## config.mk

```make
export PLATFORM = sky130hd
export DESIGN_NAME = seg_scan
export DESIGN_NICKNAME = d
export VERILOG_FILES = /design/src/rtl/seg_pkg.sv /design/src/rtl/bcd_to_seg.sv /design/src/rtl/seg_scan.sv
export SDC_FILE = /design/constraint.sdc
export NUM_CORES = 1
export LEC_CHECK = 0
export ABC_AREA = 1
export BUFFER_PORTS_ARGS = -buffer_cell sky130_fd_sc_hd__buf_2
export CORE_UTILIZATION = 49
export DETAILED_ROUTE_END_ITERATION = 8
export GPL_TIMING_DRIVEN = 0
export PLACE_DENSITY_LB_ADDON = 0.25
export RECOVER_POWER = 25
export SYNTH_ARGS = -nofsm -noshare
export SYNTH_HDL_FRONTEND = slang
export SYNTH_SLANG_ARGS = --single-unit
```

## constraint.sdc

```tcl
create_clock -name clk -period 3.85 [get_ports clk]
set_input_delay 0.77 -clock clk [delete_from_list [all_inputs] [get_ports clk]]
set_output_delay 0.77 -clock clk [all_outputs]
set_load 0.02 [all_outputs]
```

## src/rtl/seg_pkg.sv

```systemverilog
// rtl/seg_pkg.sv - shared types and segment patterns for the seven-segment scanner
package seg_pkg;

  typedef logic [6:0] seg_t;
  typedef logic [3:0] bcd_t;

  // Segment order is {a,b,c,d,e,f,g}, active high.
  localparam seg_t SEG_0     = 7'b1111110;
  localparam seg_t SEG_1     = 7'b0110000;
  localparam seg_t SEG_2     = 7'b1101101;
  localparam seg_t SEG_3     = 7'b1111001;
  localparam seg_t SEG_4     = 7'b0110011;
  localparam seg_t SEG_5     = 7'b1011011;
  localparam seg_t SEG_6     = 7'b1011111;
  localparam seg_t SEG_7     = 7'b1110000;
  localparam seg_t SEG_8     = 7'b1111111;
  localparam seg_t SEG_9     = 7'b1111011;
  localparam seg_t SEG_DASH  = 7'b0000001;
  localparam seg_t SEG_BLANK = 7'b0000000;

endpackage

```

## src/rtl/bcd_to_seg.sv

```systemverilog
// rtl/bcd_to_seg.sv - combinational BCD to seven-segment decoder
module bcd_to_seg
  import seg_pkg::*;
(
  input  bcd_t bcd_i,
  output seg_t seg_o
);

  always_comb begin
    seg_o = SEG_DASH;
    case (bcd_i)
      4'd0:    seg_o = SEG_0;
      4'd1:    seg_o = SEG_1;
      4'd2:    seg_o = SEG_2;
      4'd3:    seg_o = SEG_3;
      4'd4:    seg_o = SEG_4;
      4'd5:    seg_o = SEG_5;
      4'd6:    seg_o = SEG_6;
      4'd7:    seg_o = SEG_7;
      4'd8:    seg_o = SEG_8;
      4'd9:    seg_o = SEG_9;
      default: seg_o = SEG_DASH;
    endcase
  end

endmodule

```

## src/rtl/seg_scan.sv

```systemverilog
// rtl/seg_scan.sv - multiplexed seven-segment driver with double-buffered digits
module seg_scan
  import seg_pkg::*;
#(
  parameter int CLK_DIV = 1000,
  parameter int DIGITS  = 4
) (
  input  logic                       clk,
  input  logic                       rst_n,
  input  logic                       load,
  input  logic [4*DIGITS-1:0]        digits_in,
  input  logic [DIGITS-1:0]          dp_in,
  input  logic                       blank_lz,
  output logic [6:0]                 seg_out,
  output logic                       dp_out,
  output logic [DIGITS-1:0]          an_out,
  output logic [$clog2(DIGITS)-1:0]  digit_idx,
  output logic                       ack
);

  localparam int PRE_W = (CLK_DIV > 1) ? $clog2(CLK_DIV) : 1;
  localparam int IDX_W = $clog2(DIGITS);
  localparam logic [PRE_W-1:0] PRE_LAST = PRE_W'(CLK_DIV - 1);
  localparam logic [IDX_W-1:0] IDX_LAST = IDX_W'(DIGITS - 1);

  logic [PRE_W-1:0]        pre_q, pre_d;
  logic [IDX_W-1:0]        idx_q, idx_d;
  bcd_t [DIGITS-1:0]       act_dig_q, act_dig_d;
  logic [DIGITS-1:0]       act_dp_q, act_dp_d;
  bcd_t [DIGITS-1:0]       sh_dig_q, sh_dig_d;
  logic [DIGITS-1:0]       sh_dp_q, sh_dp_d;
  logic                    pending_q, pending_d;
  logic                    xfer_q, xfer_d;

  seg_t                    seg_q, seg_d;
  logic                    dp_q, dp_d;
  logic [DIGITS-1:0]       an_q, an_d;
  logic [IDX_W-1:0]        didx_q;
  logic                    ack_q;

  logic                    tc;
  logic                    frame_end;
  bcd_t                    cur_dig;
  seg_t                    cur_seg;
  logic [DIGITS-1:0]       blank;
  logic                    run;

  assign tc        = (pre_q == PRE_LAST);
  assign frame_end = tc && (idx_q == IDX_LAST);
  assign cur_dig   = act_dig_q[idx_q];

  bcd_to_seg u_dec (
    .bcd_i (cur_dig),
    .seg_o (cur_seg)
  );

  always_comb begin
    pre_d     = tc ? '0 : pre_q + PRE_W'(1);
    idx_d     = idx_q;
    act_dig_d = act_dig_q;
    act_dp_d  = act_dp_q;
    sh_dig_d  = sh_dig_q;
    sh_dp_d   = sh_dp_q;
    pending_d = pending_q;
    xfer_d    = 1'b0;

    if (tc) begin
      idx_d = (idx_q == IDX_LAST) ? '0 : idx_q + IDX_W'(1);
    end

    if (load) begin
      sh_dig_d  = digits_in;
      sh_dp_d   = dp_in;
      pending_d = 1'b1;
    end

    // A load landing on the frame boundary bypasses the shadow so it is never a frame late.
    if (frame_end) begin
      if (load) begin
        act_dig_d = digits_in;
        act_dp_d  = dp_in;
        pending_d = 1'b0;
        xfer_d    = 1'b1;
      end else if (pending_q) begin
        act_dig_d = sh_dig_q;
        act_dp_d  = sh_dp_q;
        pending_d = 1'b0;
        xfer_d    = 1'b1;
      end
    end
  end

  // Blanking propagates downward from the top digit until a nonzero digit or a dp.
  always_comb begin
    blank = '0;
    run   = blank_lz;
    for (int i = DIGITS - 1; i > 0; i--) begin
      run      = run && (act_dig_q[i] == 4'd0) && !act_dp_q[i];
      blank[i] = run;
    end
  end

  always_comb begin
    seg_d        = blank[idx_q] ? SEG_BLANK : cur_seg;
    dp_d         = act_dp_q[idx_q] && !blank[idx_q];
    an_d         = '0;
    an_d[idx_q]  = 1'b1;
  end

  always_ff @(posedge clk or negedge rst_n) begin
    if (!rst_n) begin
      pre_q     <= '0;
      idx_q     <= '0;
      act_dig_q <= '0;
      act_dp_q  <= '0;
      sh_dig_q  <= '0;
      sh_dp_q   <= '0;
      pending_q <= 1'b0;
      xfer_q    <= 1'b0;
      seg_q     <= SEG_BLANK;
      dp_q      <= 1'b0;
      an_q      <= '0;
      didx_q    <= '0;
      ack_q     <= 1'b0;
    end else begin
      pre_q     <= pre_d;
      idx_q     <= idx_d;
      act_dig_q <= act_dig_d;
      act_dp_q  <= act_dp_d;
      sh_dig_q  <= sh_dig_d;
      sh_dp_q   <= sh_dp_d;
      pending_q <= pending_d;
      xfer_q    <= xfer_d;
      seg_q     <= seg_d;
      dp_q      <= dp_d;
      an_q      <= an_d;
      didx_q    <= idx_q;
      ack_q     <= xfer_q;
    end
  end

  assign seg_out   = seg_q;
  assign dp_out    = dp_q;
  assign an_out    = an_q;
  assign digit_idx = didx_q;
  assign ack       = ack_q;

endmodule

```

After elaboration in Yosys (flattened, before gate mapping)
Memories as Yosys holds them, arrays and structs flattened.
Index checks and enable logic that the tools add are counted.

operators by class
  add/sub/neg operators = 2
  divide/modulo/power cells = 0
  equality and inequality tests = 2
  reductions and logical operators = 18
  multiply operators = 0
  bitwise operators = 0
  order comparisons = 2
  mux-type cells = 22
  shift-type cells = 0

operator list
  cell                                                                                 number
  16-bit 2-to-1 mux                                                                    2
  4-bit zero test                                                                      3
  4-bit 2-to-1 mux                                                                     3
  10-bit by 1-bit adder with 10-bit output, second input constant                      1
  10-bit == test, second input constant                                                1
  1-bit 2-to-1 mux                                                                     10
  10-bit 2-to-1 mux                                                                    1
  1-bit logical AND                                                                    9
  4-bit binary-select mux with 2-bit select                                            1
  7-bit 2-to-1 mux                                                                     1
  1-bit binary-select mux with 2-bit select                                            2
  1-bit zero test                                                                      4
  2-bit by 3-bit less-than comparator with 1-bit output, second input constant         1
  2-bit by 1-bit adder with 2-bit output, second input constant                        1
  1-bit demux with 2-bit select                                                        1
  2-bit == test, second input constant                                                 1
  2-bit by 1-bit greater-or-equal comparator with 1-bit output, second input constant  1
  2-bit 2-to-1 mux                                                                     1
  2-bit AND reduction                                                                  1
  2-bit nonzero test                                                                   1

storage, ports and cells
  RAM bits = 0
  output and inout port bits = 15
  memories = 1
  bits in registers = 69
  bits in latches = 0
  ROM bits = 112
  input port bits = 24

memories
  memory            words  width  rd ports  clocked after memory_dff  write ports  RTL line          text
  (name not given)  16     7      1         0                         0            bcd_to_seg.sv:11  case (bcd_i)

Longest topological paths before layout
Gate-level depths: netlist of the first run.

  depth after elaboration = 11
  mapped depth = 12
  gate-level depth less buffers = 11

Hierarchy
A second synthesis of the first run with hierarchy kept.

unflattened totals
  cell total of the unflattened synthesis = 359
  area total of the unflattened synthesis = 3,094.2 um2

modules (own cells, without submodules)
  module      times used  area an instance (um2)  cells each
  seg_scan    1           2,901.5                 323
  bcd_to_seg  1           192.7                   36

Worst setup path before layout of the first run
Ideal clock, no wire load.

  kind = register to register
  from = reg idx_q[1]
  to = reg seg_q[3] (netlist: seg_out[3])
  path buffers = 1
  required time = 3.733 ns
  stages on the path, launching flop included = 11
  library setup time = 0.117 ns
  arrival time = 1.619 ns
  setup slack = 2.114 ns
  clock period less this slack = 1.736 ns
  path through = dfrtp_1 inv_1 buf_4 a21oi_1 a32oi_1 inv_1 ha_1 nand3_1 nand2_1 nor2_1 nor2_1

between the ends
  longest elaborated chain between the ends = 4
  elaborated cells between the ends (all ways) = 6
  those cells by class = mux (5); memory (1)

ends and longest elaborated chain
  element                                    RTL line         text
  start, declared                            seg_scan.sv:27   logic [IDX_W-1:0] idx_q, idx_d;
  start signal, assigned                     seg_scan.sv:127  idx_q <= idx_d;
  4-bit binary-select mux with 2-bit select  seg_scan.sv:50   assign cur_dig = act_dig_q[idx_q];
  4-bit 2-to-1 mux (not written as such)     seg_scan.sv:50
  memory 16 x 7 bit                          -
  7-bit 2-to-1 mux (*)                       seg_scan.sv:104  seg_d = blank[idx_q] ? SEG_BLANK : cur_seg;
  net seg_d[3]                               seg_scan.sv:35   seg_t seg_q, seg_d;
  end signal, assigned                       seg_scan.sv:134  seg_q <= seg_d;
  end, declared                              seg_scan.sv:35

Mark *: on every way through the listed nets, which the timed path passes. The rest lies on a longest branch. The select of a mux whose other input is x is not followed.
A chain may end at the register's enable or synchronous reset.

Final worst setup path of the first run
Ends and elaborated chain as after synthesis.

==> results of run 1 <==
-- through the flow --
stage	util	instances	hold WS [ps]
floorplan	-	368	331
global placement	0.566	481	333
detailed placement	0.566	481	339
CTS	0.594	497	354
global route	0.593	497	371
finish	0.593	497	352
-- routing by layer --
metal | share of wire | track usage
met1 | 0.47 | 0.280
met2 | 0.45 | 0.345
met3 | 0.059 | 0.0544
met4 | 0.023 | 0.107
met5 | 0 | 0
-- worst paths after layout --
| path | cells past startpoint | startpoint | slack (ps) | endpoint |
|---|---|---|---|---|
| max reg2reg | 10 | idx_q[1] | 1590 | seg_out[3] |
| min in group asynchronous | 1 | rst_n | 840 | pre_q[2] |
| max | 10 | idx_q[1] | 1590 | seg_out[3] |
| min reg2reg | 0 | xfer_q | 350 | ack |
| max in group asynchronous | 1 | rst_n | 2030 | act_dig_q[3] |
| min | 0 | xfer_q | 350 | ack |
-- kinds of logic after synthesis --
logic type | Yosys count | synth area share
AO/OA/AOI/OAI | 16 | 0.0288
buffers and inverters | 41 | 0.0609
adder cells (fa/ha/maj) | 11 | 0.0441
AND/OR/NAND/NOR | 230 | 0.311
flip-flops | 69 | 0.553
XOR/XNOR | 1 | 0.00280
-- cell type report --
cell class / count / area share
clock buffer: 15 / 0.0466
inverter: 25 / 0.0266
clock inverter: 1 / 0.00140
tap: 75 / 0.0263
multi-input combinational: 258 / 0.337
sequential: 69 / 0.483
timing repair buffer: 38 / 0.0532
buffer: 16 / 0.0256
-- flip-flops by register name, indices dropped and copies added, names as in the netlist, 2 cells and up --
name	flops
pre_q	10
an_out	4
sh_dp_q	4
seg_out	7
act_dp_q	4
idx_q	2
digit_idx	2
sh_dig_q	16
act_dig_q	16
-- cells in the mapped netlist --
library cell,count,area (µm²)
nand2_1,149,559
dfrtp_1,69,1730
nor2_1,36,135
inv_1,20,75.1
nand4_1,20,125
nand3_1,16,80.1
ha_1,11,138
a21oi_1,6,30.0
o21ai_0,6,30.0
clkbuf_1,5,18.8
buf_2,4,20.0
inv_2,4,15.0
buf_6,3,33.8
nand2_2,3,18.8
buf_1,2,7.51
buf_4,2,15.0
nor3_1,2,10.0
a31o_2,1,8.76
a32oi_1,1,8.76
clkinv_2,1,5.00
nand3_4,1,17.5
nor2_4,1,11.3
nor3b_1,1,7.51
o211ai_1,1,7.51
o21ai_1,1,5.00
or2_2,1,6.26
xor2_1,1,8.76
-- worst max-delay path, stage by stage (launching register included) --
cell      delay, ps
dfrtp_1         480
inv_1           110
clkbuf_1        370
a21oi_1          90
a32oi_1         310
inv_1           160
ha_1            320
nand3_1         120
nand2_1          70
nor2_1           80
nor2_1           50
-- power by group through the flow --
| stage | combinational (mW) | clock, mW | sequential (mW) |
|---|---|---|---|
| floorplan | 0.0256 | 0 | 0.760 |
| global placement | 0.0576 | 0 | 0.761 |
| detailed placement | 0.0598 | 0 | 0.761 |
| CTS | 0.0600 | 0.532 | 0.748 |
| global route | 0.0694 | 0.563 | 0.749 |
| finish | 0.0575 | 0.522 | 0.748 |
==> results.py, run 1 <==
metrics = {
    "layout": {
        "seq_area_um2": 1730,
        "fill_cells": 583,
        "syn_to_final_growth_pct": 14.4,
        "multiInputGateArea_um2": 1200,
        "final_area_um2": 3570,
        "antenna_cells": 0,
        "nNetsFinal": 452,
        "final_cell_mix": "150 x nand2_1, 69 x dfrtp_1, 41 x buf_2",
        "final_common_cell": "nand2_1",
        "drive_above_1_share": 0.161,
    },
    "routing": {
        "avgRoutedWirePerCell_um": 12.4,
        "ant_nets": 0,
        "vias": 2457,
        "vias_per_cell": 4.94,
        "routed_wl_mm": 6.14,
        "dr.first_iter.drc_count": 136,
        "drc": 0,
        "first_pass_iters": 4,
    },
    "pwr": {
        "p_clk_frac": 0.393,
        "comb_power_share": 0.043,
        "fin_total_pwr_mw": 1.33,
        "ir_drop_uv": 224,
        "p_leak_nw": 1.94,
        "cell_internal_pwr_mw": 1.03,
        "seqPwrFrac": 0.563,
        "p_switching_mw": 0.298,
        "power_density_nw_per_um2": 372,
        "swShare": 0.224,
    },
    "sta": {
        "min_period_ps": 2260,
        "slew_violations": 70,
        "tightest_slew_ps": 1640,
        "tns_ps": 0,
        "hold_violations": 0,
        "worst_slack_ps": 1590,
        "finalCritPeriodShare": 0.587,
        "clock.fmax_ghz": 0.443,
        "finalSetupViolations": 0,
        "finalClockSkew_ps": 9.27,
        "relSlewSlack": -0.0902,
        "rsz0062_at_grt": "no",
    },
    "synth": {
        "syn_nets": 403,
        "synth_cell_types": 27,
        "syn_inst": 368,
        "syn_area_um2": 3120,
        "seq_area_frac_synth": 0.553,
        "synth_area_per_cell_um2": 8.49,
        "ys_ff_latch": 69,
        "yosys_warnings": 0,
    },
    "floorplan": {
        "die_h_um": 81.9,
        "top_level_ports": 39,
        "start_util": 0.518,
        "coreArea_um2": 6030,
        "die_x_um": 81.9,
        "placement_rows": 28,
        "dieArea_um2": 6700,
    },
    "global_routing": {
        "grt_usage": 0.219,
        "grt_max_degree": 70,
        "grt_pass1_vias": 2329,
        "grt_pass1_wl_mm": 10.7,
        "antenna_found_initial": 0,
        "grt-ovfl-total": 0,
    },
    "cts": {
        "clockBufferDepth": 2,
        "path_clk_slew_ps": 60,
        "cts_resized": 0,
        "cts_setup_buffers": 0,
        "cts_buffers": 9,
        "cts.sinks": 69,
        "cts_tree": "built",
        "clk_root_buffer_cell": "clkbuf_8",
        "clk_latency_ps": 350,
        "cts_hold_buf": 0,
        "htreeDepth": 3,
    },
    "placement": {
        "pre_cts_ws_ps": 1860,
        "placed_cell_area_um2": 3410,
        "hpwl_mm": 4.27,
        "io_buffer_count": 38,
        "gp_congestion": 0.808,
    },
    "status": {
        "violations": "capacitance limit, slew limit",
        "status": "finished, violations left",
    },
    "setup_path": {
        "path_max_fanout": 11,
        "end_kind": "register",
        "worstPathArrival_ps": 2500,
        "cp-start-kind": "register",
        "crit_type": "register to register",
        "cp_data_required_time_ps": 4090,
    },
    "run": {
        "drv_cap": 1,
    },
    "min_path": {
        "worstHoldPathType": "register to register",
    },
}
No activity file was read; power rests on OpenSTA's default activity.
==> inputs of run 2 (changes only) <==
--- a/config.mk
+++ b/config.mk
@@ -5,7 +5,7 @@
 export SDC_FILE = /design/constraint.sdc
 export NUM_CORES = 1
 export LEC_CHECK = 0
-export ABC_AREA = 1
+export ABC_AREA = 0
 export BUFFER_PORTS_ARGS = -buffer_cell sky130_fd_sc_hd__buf_2
 export CORE_UTILIZATION = 49
 export DETAILED_ROUTE_END_ITERATION = 8
==> constraint.sdc (replaced) <==
create_clock -name clk -period 2 [get_ports clk]
set_input_delay 0.4 -clock clk [delete_from_list [all_inputs] [get_ports clk]]
set_output_delay 0.4 -clock clk [all_outputs]
set_load 0.02 [all_outputs]
==> run 2 against run 1 <==
- the flow still finishes with violations (capacitance limit, slew limit)
- sequential share of layout area decreased by 0.49 points
- combinational power increased by 110%
- utilization increased by 1.3 points
- sequential power increased by 93%
- setup slack got worse by 1500 ps
- largest power group unchanged
==> results.py, run 2 <==
metrics = {
    "run": {
        "drv_cap": 1,
    },
    "min_path": {
        "hold_end": "sh_dp_q[0]",
        "hp-start": "dp_in[0]",
        "worstHoldPathCells": 2,
        "worstHoldPathType": "input port to register",
    },
    "placement": {
        "io_buffer_count": 38,
        "gp_congestion": 0.811,
        "dp.cells": 328,
        "hpwl_mm": 3.63,
        "pre_cts_ws_ps": -21.0,
    },
    "layout": {
        "antenna_cells": 0,
        "finalNonFillerCells": 350,
        "syn_to_final_growth_pct": 18.1,
        "top_regs": "act_dig_q (16), sh_dig_q (16), pre_q (10)",
        "nNetsFinal": 305,
        "drive_above_1_share": 0.415,
        "final_util": 0.606,
        "final_cell_mix": "69 x dfrtp_1, 37 x buf_2, 22 x mux2_2",
        "final_common_cell": "dfrtp_1",
    },
    "synth": {
        "synthTopCellsByArea": "dfrtp_1 57%, mux2_2 8.8%, mux2_4 7.4%",
        "yosysTopAreaCell": "dfrtp_1",
        "yosysMostFrequentCell": "dfrtp_1",
        "ys_ff_latch": 69,
        "seq_area_frac_synth": 0.565,
        "syn_area_um2": 3060,
        "synth_area_per_cell_um2": 14.2,
        "synth_top_area_share": 0.565,
        "yosys_warnings": 0,
        "syn_inst": 215,
        "synth_ff_type": "dfrtp_1",
        "synthArstFlopShare": 1.00,
        "synthTopCellsByCount": "69 x dfrtp_1, 24 x mux2_2, 15 x mux2_4",
        "synth-edff-count": 0,
        "syn_nets": 250,
        "synth_cell_types": 40,
    },
    "sta": {
        "rsz0062_at_grt": "no",
        "finalSetupViolations": 0,
        "relSlewSlack": -0.0939,
        "finalCritPeriodShare": 0.943,
        "finalClockSkew_ps": 8.36,
        "clock.fmax_ghz": 0.530,
        "worst_slack_ps": 114,
        "min_period_ps": 1890,
        "tightest_slew_ps": 1640,
        "hold_violations": 0,
        "tns_ps": 0,
        "hold_ws_ps": 308,
        "slew_violations": 70,
    },
    "floorplan": {
        "start_util": 0.513,
        "placement_rows": 28,
        "die_h_um": 81.0,
        "die_x_um": 81.0,
        "top_level_ports": 39,
        "dieArea_um2": 6560,
        "coreArea_um2": 5960,
    },
    "routing": {
        "avgRoutedWirePerCell_um": 15.0,
        "routed_wl_mm": 5.24,
        "ant_nets": 0,
        "vias": 1864,
        "drc": 0,
        "dr.first_iter.drc_count": 68,
        "first_pass_iters": 5,
        "vias_per_cell": 5.33,
    },
    "setup_path": {
        "timing.rr.start": "idx_q[0]",
        "cp-start-kind": "register",
        "r2r-end": "seg_out[3]",
        "path_max_fanout": 7,
        "crit_type": "register to register",
        "end_kind": "register",
        "cp_data_required_time_ps": 2200,
        "worstPathArrival_ps": 2080,
        "startpoint": "idx_q[0]",
        "rrSetupSlack_ps": 110,
        "rr_worst_depth": 7,
    },
    "cts": {
        "cts.sinks": 69,
        "clk_root_buffer_cell": "clkbuf_8",
        "clk_latency_ps": 340,
        "htreeDepth": 3,
        "path_clk_slew_ps": 70,
        "cts_buffers": 9,
        "cts_tree": "built",
        "clockBufferDepth": 2,
    },
    "global_routing": {
        "grt_usage": 0.187,
        "grt_pass1_vias": 1900,
        "grt_max_degree": 70,
        "antenna_found_initial": 0,
        "grt_pass1_wl_mm": 8.92,
        "grt-ovfl-total": 0,
    },
    "pwr": {
        "power_density_nw_per_um2": 784,
        "ir_drop_uv": 423,
        "p_leak_nw": 1.64,
    },
    "status": {
        "status": "finished, violations left",
        "violations": "capacitance limit, slew limit",
    },
}
==> run 2: power breakdown <==
part	leakage, nW	switching (mW)	internal, mW	total (mW)
Clock	0.116	0.498	0.767	1.26
Sequential	0.852	0.00943	1.43	1.44
Combinational	0.667	0.0648	0.0558	0.121
==> run 2: stage by stage <==
stage | power (mW) | cell area [µm²]
after floorplan | 1.53 | 3060
after global placement | 1.59 | 3340
after detailed placement | 1.60 | 3340
after CTS | 2.87 | 3580
after global routing | 2.94 | 3610
final | 2.83 | 3610
==> run 2: cells by family (layout without fill, tap and decap cells) <==
family | after synthesis | count (layout) | synth area share
adders and majority gates | 11 | 11 | 0.0450
buffers and inverters | 14 | 74 | 0.0311
DFF | 69 | 69 | 0.565
xor gates and xnor gates | 5 | 5 | 0.0143
muxes | 46 | 46 | 0.206
AOI/OAI and AO/OA | 30 | 30 | 0.0598
and+or+nand+nor | 40 | 40 | 0.0790
==> run 2: per-layer routing <==
layer  up-vias  routed length, µm  GRT usage
met5         -                  0          0
met4         0                 48     0.0804
met1       931               2420      0.240
li1        878                  -          -
met3         7                245     0.0539
met2        48               2520      0.294
==> run 2: repair_timing <==
item                       CTS  global route
pin swaps                    0             2
setup buffers                2             4
resized for setup            0             3
hold buffers                 0             0
setup endpoints to repair    1            18
==> run 2: worst max-delay path, cell delays in order (launching register included) <==
cell and delay (ps):
dfrtp_1 390, buf_6 150, mux4_2 540, inv_2 130
ha_4 210, and2_0 130, o21ai_1 110, a22oi_1 70
==> run 2: how the worst max path moves through the flow <==
stage	to	slack, ps	cells past startpoint
floorplan	seg_out[3]	110	7
global placement	seg_out[3]	-10	7
detailed placement	seg_out[3]	-20	7
CTS	seg_out[3]	5	7
global route	seg_out[3]	30	7
finish	seg_out[3]	110	7
==> run 2: area by class of cell <==
type | count | area [µm²]
timing repair buffer | 44 | 230
fill | 491 | 2350
inverter | 7 | 26.3
clock buffer | 12 | 155
clock inverter | 4 | 70.1
sequential | 69 | 1730
tap | 75 | 93.8
multi-input combinational | 132 | 1250
buffer | 7 | 61.3
==> inputs of run 3 (changes only) <==
--- a/config.mk
+++ b/config.mk
@@ -10,6 +10,7 @@
 export CORE_UTILIZATION = 49
 export DETAILED_ROUTE_END_ITERATION = 8
 export GPL_TIMING_DRIVEN = 0
+export HOLD_SLACK_MARGIN = 0.15
 export PLACE_DENSITY_LB_ADDON = 0.25
 export RECOVER_POWER = 25
 export SYNTH_ARGS = -nofsm -noshare
==> constraint.sdc (replaced) <==
create_clock -name clk -period 2.1 [get_ports clk]
set_input_delay 0.42 -clock clk [delete_from_list [all_inputs] [get_ports clk]]
set_output_delay 0.42 -clock clk [all_outputs]
set_load 0.02 [all_outputs]
==> run 3 against run 2 <==
- the flow still finishes with violations (capacitance limit, slew limit)
- critical endpoint unchanged
- combinational power fell by 6%
- global-route usage down 0.12 points
- highest routed layer unchanged
- setup slack better by 30 ps
- clock-buffer cell count stayed put
- clock skew is 1.4 ps lower
- register-to-register slack better by 30 ps
- fmax shrank 3.6%
- die area is the same
==> results.py, run 3 (synthesis results as in run 2) <==
metrics = {
    "status": {
        "status": "finished, violations left",
        "violations": "capacitance limit, slew limit",
    },
    "routing": {
        "dr.first_iter.drc_count": 62,
        "ant_nets": 0,
        "vias_per_cell": 5.36,
        "first_pass_iters": 4,
        "vias": 1859,
        "avgRoutedWirePerCell_um": 15.1,
        "drc": 0,
        "routed_wl_mm": 5.23,
    },
    "global_routing": {
        "grt_usage": 0.185,
        "grt-ovfl-total": 0,
        "grt_pass1_wl_mm": 8.88,
        "antenna_found_initial": 0,
        "grt_util_met3": 0.0539,
        "top_usage_layer": "met2",
        "grt_max_degree": 70,
        "grt_pass1_vias": 1885,
        "grtUsageMet2": 0.289,
        "met1_usage": 0.240,
    },
    "floorplan": {
        "top_level_ports": 39,
        "coreArea_um2": 5960,
        "die_h_um": 81.0,
        "dieArea_um2": 6560,
        "die_x_um": 81.0,
        "placement_rows": 28,
        "start_util": 0.513,
    },
    "cts": {
        "clk_latency_ps": 340,
        "cts_tree": "built",
        "htreeDepth": 3,
        "cts_buffers": 9,
        "path_clk_slew_ps": 70,
        "cts_resized": 0,
        "cts_setup_buffers": 0,
        "clockBufferDepth": 2,
        "cts.sinks": 69,
        "clk_root_buffer_cell": "clkbuf_8",
        "cts_hold_buf": 0,
    },
    "min_path": {
        "hp-start": "dp_in[0]",
        "worstHoldPathType": "input port to register",
    },
    "setup_path": {
        "crit_type": "register to register",
        "path_max_fanout": 8,
        "crit_slowest_cell": "mux4_2",
        "crit_family": "multiplexers",
        "rr_worst_depth": 7,
        "timing.rr.start": "idx_q[0]",
        "crit_cells": 7,
        "startpoint": "idx_q[0]",
        "rrSetupSlack_ps": 140,
        "worstPathArrival_ps": 2160,
        "slowest_delay_ps": 540,
        "cp_data_required_time_ps": 2300,
        "crit_chain": "buf_6, mux4_2, inv_1, ha_1, and2_0, o21ai_1, a22oi_1",
        "setup.worst_path.end": "seg_out[3]",
        "cp-start-kind": "register",
        "crit_buf_inv": 2,
        "end_kind": "register",
        "r2r-end": "seg_out[3]",
    },
    "sta": {
        "min_period_ps": 1960,
        "rsz0062_at_grt": "no",
        "relSlewSlack": -0.0933,
        "hold_violations": 0,
        "clock.fmax_ghz": 0.511,
        "finalCritPeriodShare": 0.931,
        "tightest_slew_ps": 1640,
        "tns_ps": 0,
        "finalSetupViolations": 0,
        "finalClockSkew_ps": 7.01,
        "slew_violations": 70,
        "worst_slack_ps": 145,
    },
    "placement": {
        "dp.cells": 328,
        "hpwl_mm": 3.63,
        "pre_cts_ws_ps": 79.0,
        "io_buffer_count": 38,
        "gp_congestion": 0.811,
    },
    "layout": {
        "nNetsFinal": 302,
        "top_regs": "act_dig_q (16), sh_dig_q (16), pre_q (10)",
        "syn_to_final_growth_pct": 17.1,
        "drive_above_1_share": 0.397,
        "final_common_cell": "dfrtp_1",
        "finalNonFillerCells": 347,
        "final_cell_mix": "69 x dfrtp_1, 37 x buf_2, 21 x mux2_2",
        "antenna_cells": 0,
        "final_util": 0.601,
    },
    "pwr": {
        "power_density_nw_per_um2": 754,
        "p_leak_nw": 1.62,
        "ir_drop_uv": 403,
        "fin_total_pwr_mw": 2.70,
    },
    "run": {
        "drv_cap": 1,
    },
}
==> run 3: worst min-delay path by stage <==
| stage | cells past startpoint | end | slack, ps |
|---|---|---|---|
| 4_1_cts | 1 | sh_dig_q[5] | 200 |
| 5_1_grt | 2 | sh_dp_q[3] | 310 |
| 3_3_place_gp | 0 | ack | 330 |
| 2_1_floorplan | 0 | ack | 120 |
| 6_report | 2 | sh_dp_q[0] | 330 |
| 3_5_place_dp | 0 | ack | 330 |
==> run 3: through the flow <==
step                      cell area [µm²]  hold WS (ps)
after floorplan                      3060           124
after global placement               3340           332
after detailed placement             3340           335
after CTS                            3570           204
after global routing                 3580           310
final                                3580           326
==> run 3: layer usage <==
layer | vias up | share of wire | routed length (µm)
met5 | - | 0 | 0
met4 | 0 | 0.016 | 86
met3 | 10 | 0.041 | 214
met2 | 46 | 0.48 | 2490
met1 | 931 | 0.47 | 2450
li1 | 872 | - | -
==> run 3: final cells by class <==
class | instances | area, µm²
Buffer | 7 | 61.3
Clock buffer | 12 | 155
Clock inverter | 4 | 70.1
Fill cell | 496 | 2380
Inverter | 7 | 26.3
Multi-Input combinational cell | 132 | 1230
Sequential cell | 69 | 1730
Tap cell | 75 | 93.8
Timing Repair Buffer | 41 | 211
==> run 3: power breakdown <==
part	switching, mW	internal (mW)
Combinational	0.0614	0.0526
Clock	0.477	0.730
Sequential	0.00909	1.37
